===== src/rtl/tlb_refill_ctrl.sv =====
// ----------------------------------------------------------------------------
// tlb_refill_ctrl
//
// Sequences address-translation requests through a fully-associative TLB.
// On a hit, the translated address is returned directly. On a miss, the
// controller reads one PTE from a single-level page table. It then writes
// that PTE into the TLB using a round-robin victim and retries the lookup.
// An invalid PTE produces a page fault instead of a refill.
//
// Ports
//   clk, rst_n                  clock, asynchronous active-low reset
//   req_valid / req_ready       translation request handshake (front end)
//   req_vaddr, ptbr             virtual address and page-table base,
//                               both captured when a request is accepted
//   resp_valid                  one-cycle result pulse, no backpressure
//   resp_paddr, resp_fault      result; paddr is 0 when a fault is reported
//   tlb_virt_addr               lookup address to the TLB (latched vaddr)
//   tlb_hit, tlb_phys_addr      combinational lookup result from the TLB
//   tlb_write_*                 single-cycle TLB refill write
//   ptw_req_valid/ready/addr    PTE read request to memory
//   ptw_resp_valid, ptw_resp_pte  PTE read data: [0] = valid, top bits = PPN
//   miss_cnt                    saturating count of TLB misses
//
// Every output is driven from a register. No input reaches an output
// through combinational logic.
// ----------------------------------------------------------------------------
module tlb_refill_ctrl #(
    parameter int ENTRY_NUM         = 16,
    parameter int VPN_WIDTH         = 20,
    parameter int PPN_WIDTH         = 20,
    parameter int PAGE_OFFSET_WIDTH = 12,
    parameter int PTE_ADDR_WIDTH    = 32
) (
    input  logic                                 clk,
    input  logic                                 rst_n,

    // Front-end request / response
    input  logic                                 req_valid,
    output logic                                 req_ready,
    input  logic [VPN_WIDTH+PAGE_OFFSET_WIDTH-1:0] req_vaddr,
    input  logic [PTE_ADDR_WIDTH-1:0]            ptbr,
    output logic                                 resp_valid,
    output logic [PPN_WIDTH+PAGE_OFFSET_WIDTH-1:0] resp_paddr,
    output logic                                 resp_fault,

    // TLB lookup and refill
    output logic [VPN_WIDTH+PAGE_OFFSET_WIDTH-1:0] tlb_virt_addr,
    input  logic                                 tlb_hit,
    input  logic [PPN_WIDTH+PAGE_OFFSET_WIDTH-1:0] tlb_phys_addr,
    output logic                                 tlb_write_en,
    output logic [$clog2(ENTRY_NUM)-1:0]         tlb_write_index,
    output logic [VPN_WIDTH-1:0]                 tlb_write_vpn,
    output logic [PPN_WIDTH-1:0]                 tlb_write_ppn,

    // Page-table walk memory port
    output logic                                 ptw_req_valid,
    input  logic                                 ptw_req_ready,
    output logic [PTE_ADDR_WIDTH-1:0]            ptw_req_addr,
    input  logic                                 ptw_resp_valid,
    input  logic [PPN_WIDTH+PAGE_OFFSET_WIDTH-1:0] ptw_resp_pte,

    // Statistics
    output logic [15:0]                          miss_cnt
);

    localparam int VA_W  = VPN_WIDTH + PAGE_OFFSET_WIDTH;
    localparam int PA_W  = PPN_WIDTH + PAGE_OFFSET_WIDTH;
    localparam int IDX_W = $clog2(ENTRY_NUM);

    localparam logic [IDX_W-1:0] LAST_IDX = IDX_W'(ENTRY_NUM - 1);

    typedef enum logic [2:0] {
        IDLE,
        LOOKUP,
        WALK_REQ,
        WALK_WAIT,
        REFILL,
        RESP
    } state_t;

    state_t                  state;
    logic [VA_W-1:0]         vaddr_q;
    logic [PTE_ADDR_WIDTH-1:0] ptbr_q;
    logic [PPN_WIDTH-1:0]    ppn_q;
    logic [IDX_W-1:0]        victim_q;

    // Fields of the latched virtual address and of the incoming PTE.
    logic [VPN_WIDTH-1:0]      vpn;
    logic [PTE_ADDR_WIDTH-1:0] pte_offset;
    logic                      pte_valid;
    logic [PPN_WIDTH-1:0]      pte_ppn;

    assign vpn        = vaddr_q[VA_W-1 -: VPN_WIDTH];
    // Each PTE is 4 bytes. The cast zero-extends the VPN, or truncates it,
    // so that the sum wraps modulo the memory address width.
    assign pte_offset = PTE_ADDR_WIDTH'({vpn, 2'b00});
    assign pte_valid  = ptw_resp_pte[0];
    assign pte_ppn    = ptw_resp_pte[PA_W-1 -: PPN_WIDTH];

    // The PTE permission and flag bits between the valid bit and the PPN
    // are not used by this controller.
    logic unused_pte_flags;
    assign unused_pte_flags = ^ptw_resp_pte[PAGE_OFFSET_WIDTH-1:1];

    // The lookup address and the refill fields are direct views of registers.
    assign tlb_virt_addr   = vaddr_q;
    assign tlb_write_index = victim_q;
    assign tlb_write_vpn   = vpn;
    assign tlb_write_ppn   = ppn_q;

    // ------------------------------------------------------------------------
    // Controller FSM. The state and all registered outputs are updated here.
    // ------------------------------------------------------------------------
    // NOTE: sequential state is assigned with non-blocking (<=). Every
    // register then samples values from before the edge, whatever the
    // statement order inside this block.
    always_ff @(posedge clk or negedge rst_n) begin
        if (!rst_n) begin
            state         <= IDLE;
            vaddr_q       <= '0;
            ptbr_q        <= '0;
            ppn_q         <= '0;
            victim_q      <= '0;
            miss_cnt      <= '0;
            req_ready     <= 1'b1;
            resp_valid    <= 1'b0;
            resp_paddr    <= '0;
            resp_fault    <= 1'b0;
            tlb_write_en  <= 1'b0;
            ptw_req_valid <= 1'b0;
            ptw_req_addr  <= '0;
        end else begin
            unique case (state)
                IDLE: begin
                    if (req_valid) begin
                        vaddr_q   <= req_vaddr;
                        ptbr_q    <= ptbr;
                        req_ready <= 1'b0;
                        state     <= LOOKUP;
                    end
                end

                LOOKUP: begin
                    if (tlb_hit) begin
                        resp_paddr <= tlb_phys_addr;
                        resp_fault <= 1'b0;
                        resp_valid <= 1'b1;
                        state      <= RESP;
                    end else begin
                        if (miss_cnt != 16'hFFFF) begin
                            miss_cnt <= miss_cnt + 16'd1;
                        end
                        // The address is computed once here. It then stays
                        // stable for the whole request handshake.
                        ptw_req_addr  <= ptbr_q + pte_offset;
                        ptw_req_valid <= 1'b1;
                        state         <= WALK_REQ;
                    end
                end

                WALK_REQ: begin
                    if (ptw_req_ready) begin
                        ptw_req_valid <= 1'b0;
                        state         <= WALK_WAIT;
                    end
                end

                WALK_WAIT: begin
                    // A response is accepted only here. A stray response in
                    // any other state is dropped.
                    if (ptw_resp_valid) begin
                        if (pte_valid) begin
                            ppn_q        <= pte_ppn;
                            tlb_write_en <= 1'b1;
                            state        <= REFILL;
                        end else begin
                            resp_paddr <= '0;
                            resp_fault <= 1'b1;
                            resp_valid <= 1'b1;
                            state      <= RESP;
                        end
                    end
                end

                REFILL: begin
                    // The write strobe lasts one cycle. The victim pointer
                    // moves only here, so hits and faults never advance it.
                    tlb_write_en <= 1'b0;
                    victim_q     <= (victim_q == LAST_IDX) ? '0 : victim_q + 1'b1;
                    state        <= LOOKUP;
                end

                RESP: begin
                    resp_valid <= 1'b0;
                    req_ready  <= 1'b1;
                    state      <= IDLE;
                end

                default: begin
                    state         <= IDLE;
                    req_ready     <= 1'b1;
                    resp_valid    <= 1'b0;
                    tlb_write_en  <= 1'b0;
                    ptw_req_valid <= 1'b0;
                end
            endcase
        end
    end

endmodule


===== config.mk =====
export PLATFORM = sky130hd
export DESIGN_NAME = tlb_refill_ctrl
export DESIGN_NICKNAME = d
export VERILOG_FILES = /design/src/rtl/tlb_refill_ctrl.sv
export SDC_FILE = /design/constraint.sdc
export NUM_CORES = 1
export LEC_CHECK = 0
export CAP_MARGIN = 40
export CORE_ASPECT_RATIO = 1.4
export CORE_MARGIN = 1.5
export CORE_UTILIZATION = 40
export DETAILED_ROUTE_END_ITERATION = 8
export PLACE_DENSITY = 0.73
export SLEW_MARGIN = 10
export SYNTH_ARGS = -nofsm -noshare
export SYNTH_HDL_FRONTEND = slang
export SYNTH_SLANG_ARGS = --single-unit

===== constraint.sdc =====
create_clock -name clk -period 2.55 [get_ports clk]
set_input_delay 0.255 -clock clk [delete_from_list [all_inputs] [get_ports clk]]
set_output_delay 0.255 -clock clk [all_outputs]
set_load 0.02 [all_outputs]

After elaboration in Yosys (flattened, before gate mapping) --
Cells that the tools add are included.
Cells by class: add/sub/neg operators 3, shift-type cells 0, $lt $le $gt $ge 0, multiplexer cells 25, bitwise operators 5, multiply operators 0, eq/ne operators 14, div/mod/pow operators 0, reduce and logical (&&, ||, !) cells 16
Operators by type and width (number):
- 2-to-1 mux 32 bit | 3
- case mux 32 bit (2 select lines) | 1
- adder 32 x 22 -> 32 bit | 1
- adder 16 x 1 -> 16 bit, second input constant | 1
- != test 16 bit, second input constant | 1
- case mux 3 bit (5 select lines) | 1
- AND reduction 3 bit | 5
- != test 2 bit, second input constant | 7
- 2-to-1 mux 3 bit | 4
- OR reduction 4 bit | 3
- 2-to-1 mux 1 bit | 10
- AND reduction 4 bit | 2
- == test 3 x 2 -> 1 bit, second input constant | 2
- == test 3 bit, second input constant | 2
- case mux 1 bit (2 select lines) | 3
- case mux 1 bit (3 select lines) | 2
- AND reduction 2 bit | 3
- NOT 1 bit | 5
- adder 4 x 1 -> 4 bit, second input constant | 1
- == test 4 bit, second input constant | 1
- 2-to-1 mux 4 bit | 1
- == test 3 x 1 -> 1 bit, second input constant | 1
- logical NOT 3 bit | 1
- OR reduction 3 bit | 1
- nonzero test 2 bit | 1
Storage, ports and cells: output and inout bits 161, register bits 176, bits in writable memories 0, ROM bits 0, bits in latches 0, memories 0, logic and storage cells 76

Longest topological paths before layout --
word-level depth 4, depth in mapped cells 10

Worst setup path after synthesis --
OpenSTA, ideal clock, no wires.
path type flip-flop to flip-flop, start register vaddr_q[12] (netlist: tlb_virt_addr[12]), end register ptw_req_addr[16], arrival 2.108 ns, slack 0.318 ns, clock period less this slack 2.232 ns, stages on the path, launching flop included 10, buffers on the path 0, path through dfrtp_1 ha_1 inv_1 fa_1 nand2b_1 a21oi_1 nor2b_1 o211ai_1 xor2_1 mux2_2
On the way: word-level cells in the longest chain between the ends 1
Ends and longest elaborated chain:
- start, declared | line 82 | logic [VA_W-1:0] vaddr_q;
- start signal, assigned | line 136 | vaddr_q <= req_vaddr;
- adder 32 x 22 -> 32 bit | line 155 | ptw_req_addr <= ptbr_q + pte_offset;
- end signal, assigned | line 155
- end, declared | line 58 | output logic [PTE_ADDR_WIDTH-1:0] ptw_req_addr,
No other way between the ends. A chain may end at the register's enable or synchronous reset.

Worst setup path in the final report --
Same ends and word-level chain as after synthesis.

==> flow_metrics.py <==
metrics = {
    "clock_network": {
        "clock_tree_from_tritoncts": "yes",
        "cts.root.buffer_cell": "sky130_fd_sc_hd__clkbuf_16",
        "htree_num_levels": 4,
        "cts.clk_slew.worst_paths_ns": 0.07,
        "worst_skew_pair.late_latency_ns": 0.43,
        "max-clock-path-buffers": 2,
        "number_of_buffers_created_by_cts": 17,
        "cts.sinks": 176,
    },
    "pwr": {
        "share_comb_of_total_power": 0.538,
        "sequential_fraction_of_design_power": 0.297,
        "power.switching_w": 0.006859,
        "leakage_nw": 4.972,
        "vdd_drop_max_v": 0.0007164,
        "share_clk_of_total_power": 0.165,
        "design_power_total_w": 0.01706,
        "power.density_nw_per_um2": 1451,
        "cell_internal_pwr_w": 0.01020,
        "sw_frac_of_total": 0.4021,
    },
    "sta": {
        "finalSetupViolCount": 0,
        "timing.final.crit_share": 0.9276,
        "postLayoutSetupSlackWorst_ns": 0.1847,
        "timing.final.hold_violations": 0,
        "fmax_ghz": 0.4228,
        "report.final.slew_viol_count": 0,
        "timing.final.crit_period_ns": 2.365,
        "grt_setup_unrepaired": "false",
        "transition_at_the_pin_with_the_smallest_max_transition_slack_ns": 0.5451,
        "fin_skew_ns": 0.008846,
        "timing.slew.headroom": 0.6366,
        "setup-tns-final_ns": 0,
    },
    "detailed_routing": {
        "detail_route.wl_per_cell_um": 17.32,
        "drt.antenna.violating_nets": 0,
        "drt_pass1_iterations": 4,
        "detail_route.vias_per_cell": 5.063,
        "postRouteWirelength_um": 20980,
        "drc": 0,
        "initialDrtViolationCount": 203,
        "vias": 6131,
    },
    "synth": {
        "avgSynthCellArea_um2": 11.97,
        "synthMostInstantiatedCell": "sky130_fd_sc_hd__dfrtp_1",
        "synth_enable_flop_cells": 0,
        "synthesis.nets": 835,
        "ys_seq_area_frac": 0.5428,
        "synth_top_cell_area_share": 0.5395,
        "synthDistinctLibCells": 53,
        "yosys-top-cells-area": "sky130_fd_sc_hd__dfrtp_1 (54%), sky130_fd_sc_hd__mux2_2 (12%), sky130_fd_sc_hd__nand2_1 (3.5%), sky130_fd_sc_hd__a22o_1 (3.5%), sky130_fd_sc_hd__ha_1 (3.4%)",
        "ys_async_sr_fraction": 1.000,
        "yosys_reg_bits": 176,
        "synthesis.area_um2": 8117,
        "synth_cells": 678,
        "synth_largest_area_cell": "sky130_fd_sc_hd__dfrtp_1",
        "synth_warnings": 0,
        "synthTopCellsByCount": "sky130_fd_sc_hd__dfrtp_1 (175), sky130_fd_sc_hd__mux2_2 (86), sky130_fd_sc_hd__nand2_1 (76), sky130_fd_sc_hd__a22o_1 (32), sky130_fd_sc_hd__o21ai_0 (32)",
        "synth_top_flop_cell": "sky130_fd_sc_hd__dfrtp_1",
    },
    "critical_path": {
        "worst_setup_path_start_kind": "flop",
        "path_delay_family": "adder cells",
        "path_cells": "ha_1, inv_1, fa_1, nand2b_1, a21oi_2, nor2b_1, o211ai_1, xor2_1, mux2_2",
        "classification_of_the_worst_setup_path": "flop to flop",
        "timing.critical_path.slowest_stage_cell": "sky130_fd_sc_hd__fa_1",
        "critical_path_peak_fanout": 4,
        "r2r_start": "tlb_virt_addr[12]",
        "worst_setup_ep_type": "flop",
        "worst_setup_path_startpoint": "tlb_virt_addr[12]",
        "worstPathBufferInverterCount": 1,
        "maximum_cell_stage_delay_along_the_critical_path_ns": 0.41,
        "worstPathArrival_ns": 2.68,
        "timing.critical_path.required_ns": 2.86,
    },
    "outcome": {
        "run_status": "completed",
    },
    "global_route": {
        "grt_antenna_before_repair": 1,
        "grt_max_degree": 67,
        "grt_first_pass_wirelength_um": 32530,
        "globalRouteOverflowTotal": 0,
        "grt_util_all_layers": 0.2015,
        "number_of_global_route_vias_before_repair": 6227,
    },
    "placed_design": {
        "pre_cts_slack_ns": 0.1003,
        "port-buffer-count": 283,
        "final_weighted_congestion_of_routability_driven_global_placement": 0.8751,
        "detailed_place_hpwl_um": 15630,
    },
    "floorplan": {
        "die_w_um": 123.4,
        "ioPinCount": 295,
        "placeableCoreArea_um2": 19840,
        "rows": 61,
        "die_area_um2": 21170,
        "floorplan.initialDensity": 0.4090,
        "die-height_um": 171.5,
    },
    "job": {
        "maxCapViolations": 0,
    },
    "hold_path": {
        "min-delay-path-class": "primary input to async pin",
    },
    "cells_and_area": {
        "seqCellArea_um2": 4405,
        "fin_nets": 1102,
        "share_of_post_route_cells_with_drive_strength_above_1": 0.1620,
        "nFillCells": 1718,
        "multi_input_area_um2": 3383,
        "area_growth_pct": 44.86,
        "finalCoreUtilization": 0.5925,
    },
}
==> metal layers <==
layer | share of wire | track usage | vias to the layer above
li1 | - | - | 2932
met1 | 0.39 | 0.2319 | 2980
met2 | 0.51 | 0.3432 | 181
met3 | 0.061 | 0.06134 | 38
met4 | 0.038 | 0.08896 | 0
met5 | 0 | 0 | -
==> area by class of cell <==
type | count | share of cell area
clock buffers | 17 | 0.03618
clock inverters | 14 | 0.01724
well taps | 252 | 0.02682
multi-input cells | 442 | 0.2878
inverters | 11 | 0.003512
flip-flops and latches | 176 | 0.3747
diodes | 2 | 0.0004257
repair buffers | 297 | 0.2534
==> worst register-to-register path, cell delays in order (launching register included) <==
cell and delay (ns):
sky130_fd_sc_hd__dfrtp_1 0.37, sky130_fd_sc_hd__ha_1 0.18, sky130_fd_sc_hd__inv_1 0.06, sky130_fd_sc_hd__fa_1 0.41, sky130_fd_sc_hd__nand2b_1 0.20, sky130_fd_sc_hd__a21oi_2 0.19, sky130_fd_sc_hd__nor2b_1 0.12, sky130_fd_sc_hd__o211ai_1 0.34
sky130_fd_sc_hd__xor2_1 0.12, sky130_fd_sc_hd__mux2_2 0.27
==> logic make-up after synthesis <==
group           count (synthesis)  synth area share
compound gates                142            0.1224
xor+xnor                       44           0.04748
fa+ha+maj                      23           0.03638
buf+inv                        60           0.04285
flops                         176            0.5428
mux                            86            0.1193
simple gates                  147           0.08879
==> metrics by stage <==
stage,hold slack [ns],instances,area (um^2)
global placement,0.2641,1175,11090
finish,0.3551,1211,11760
floorplan,-0.04059,678,8117
CTS,0.3663,1207,11730
global route,0.3917,1210,11760
detailed placement,0.2666,1175,11090
==> registers in the layout, summed over array words and instances (netlist names) <==
register and flops:
resp_valid 1, resp_fault 1, req_ready 1, tlb_write_index 4, tlb_write_ppn 20, ptw_req_valid 1, tlb_write_en 1, tlb_virt_addr 32
miss_cnt 16, resp_paddr 32, ptbr_q 32, ptw_req_addr 32, state 3
==> power groups by stage <==
| stage | Combinational (W) | Sequential, W | Clock (W) |
|---|---|---|---|
| 3_5_place_dp | 0.00918 | 0.00512 | 0 |
| 3_3_place_gp | 0.00909 | 0.00508 | 0 |
| 5_1_grt | 0.00992 | 0.00526 | 0.00301 |
| 6_report | 0.00917 | 0.00507 | 0.00282 |
| 4_1_cts | 0.00921 | 0.00510 | 0.00291 |
| 2_1_floorplan | 0.00473 | 0.00609 | 0 |
==> placed cells by master (no fill, tap or decap), types with 20 or more instances in the layout <==
cell                              count
sky130_fd_sc_hd__a21oi_1             27
sky130_fd_sc_hd__a22o_1              32
sky130_fd_sc_hd__clkdlybuf4s50_1    282
sky130_fd_sc_hd__dfrtp_1            175
sky130_fd_sc_hd__ha_1                22
sky130_fd_sc_hd__mux2_2              86
sky130_fd_sc_hd__nand2_1             76
sky130_fd_sc_hd__o21ai_0             32
sky130_fd_sc_hd__xnor2_1             24
sky130_fd_sc_hd__xor2_1              20
==> worst paths after layout <==
check | slack [ns] | endpoint | cells after the start
worst min register to register | 0.46 | ptw_req_addr[0] | 2
max in group asynchronous | 1.41 | req_ready | 3
worst max register to register | 0.18 | ptw_req_addr[16] | 9
worst min-delay path | 0.36 | miss_cnt[0] | 2
worst max-delay path | 0.18 | ptw_req_addr[16] | 9
min in group clk | 0.38 | ptbr_q[3] | 3
==> repair_timing <==
item / in CTS / in global routing
setup buffers: 0 / 2
endpoints found under the setup margin: 0 / 10
hold buffers: 1 / 0
endpoints found under the hold margin: 53 / 0
resized for setup: 0 / 2
Note: power is estimated with default switching activity, not from simulation.
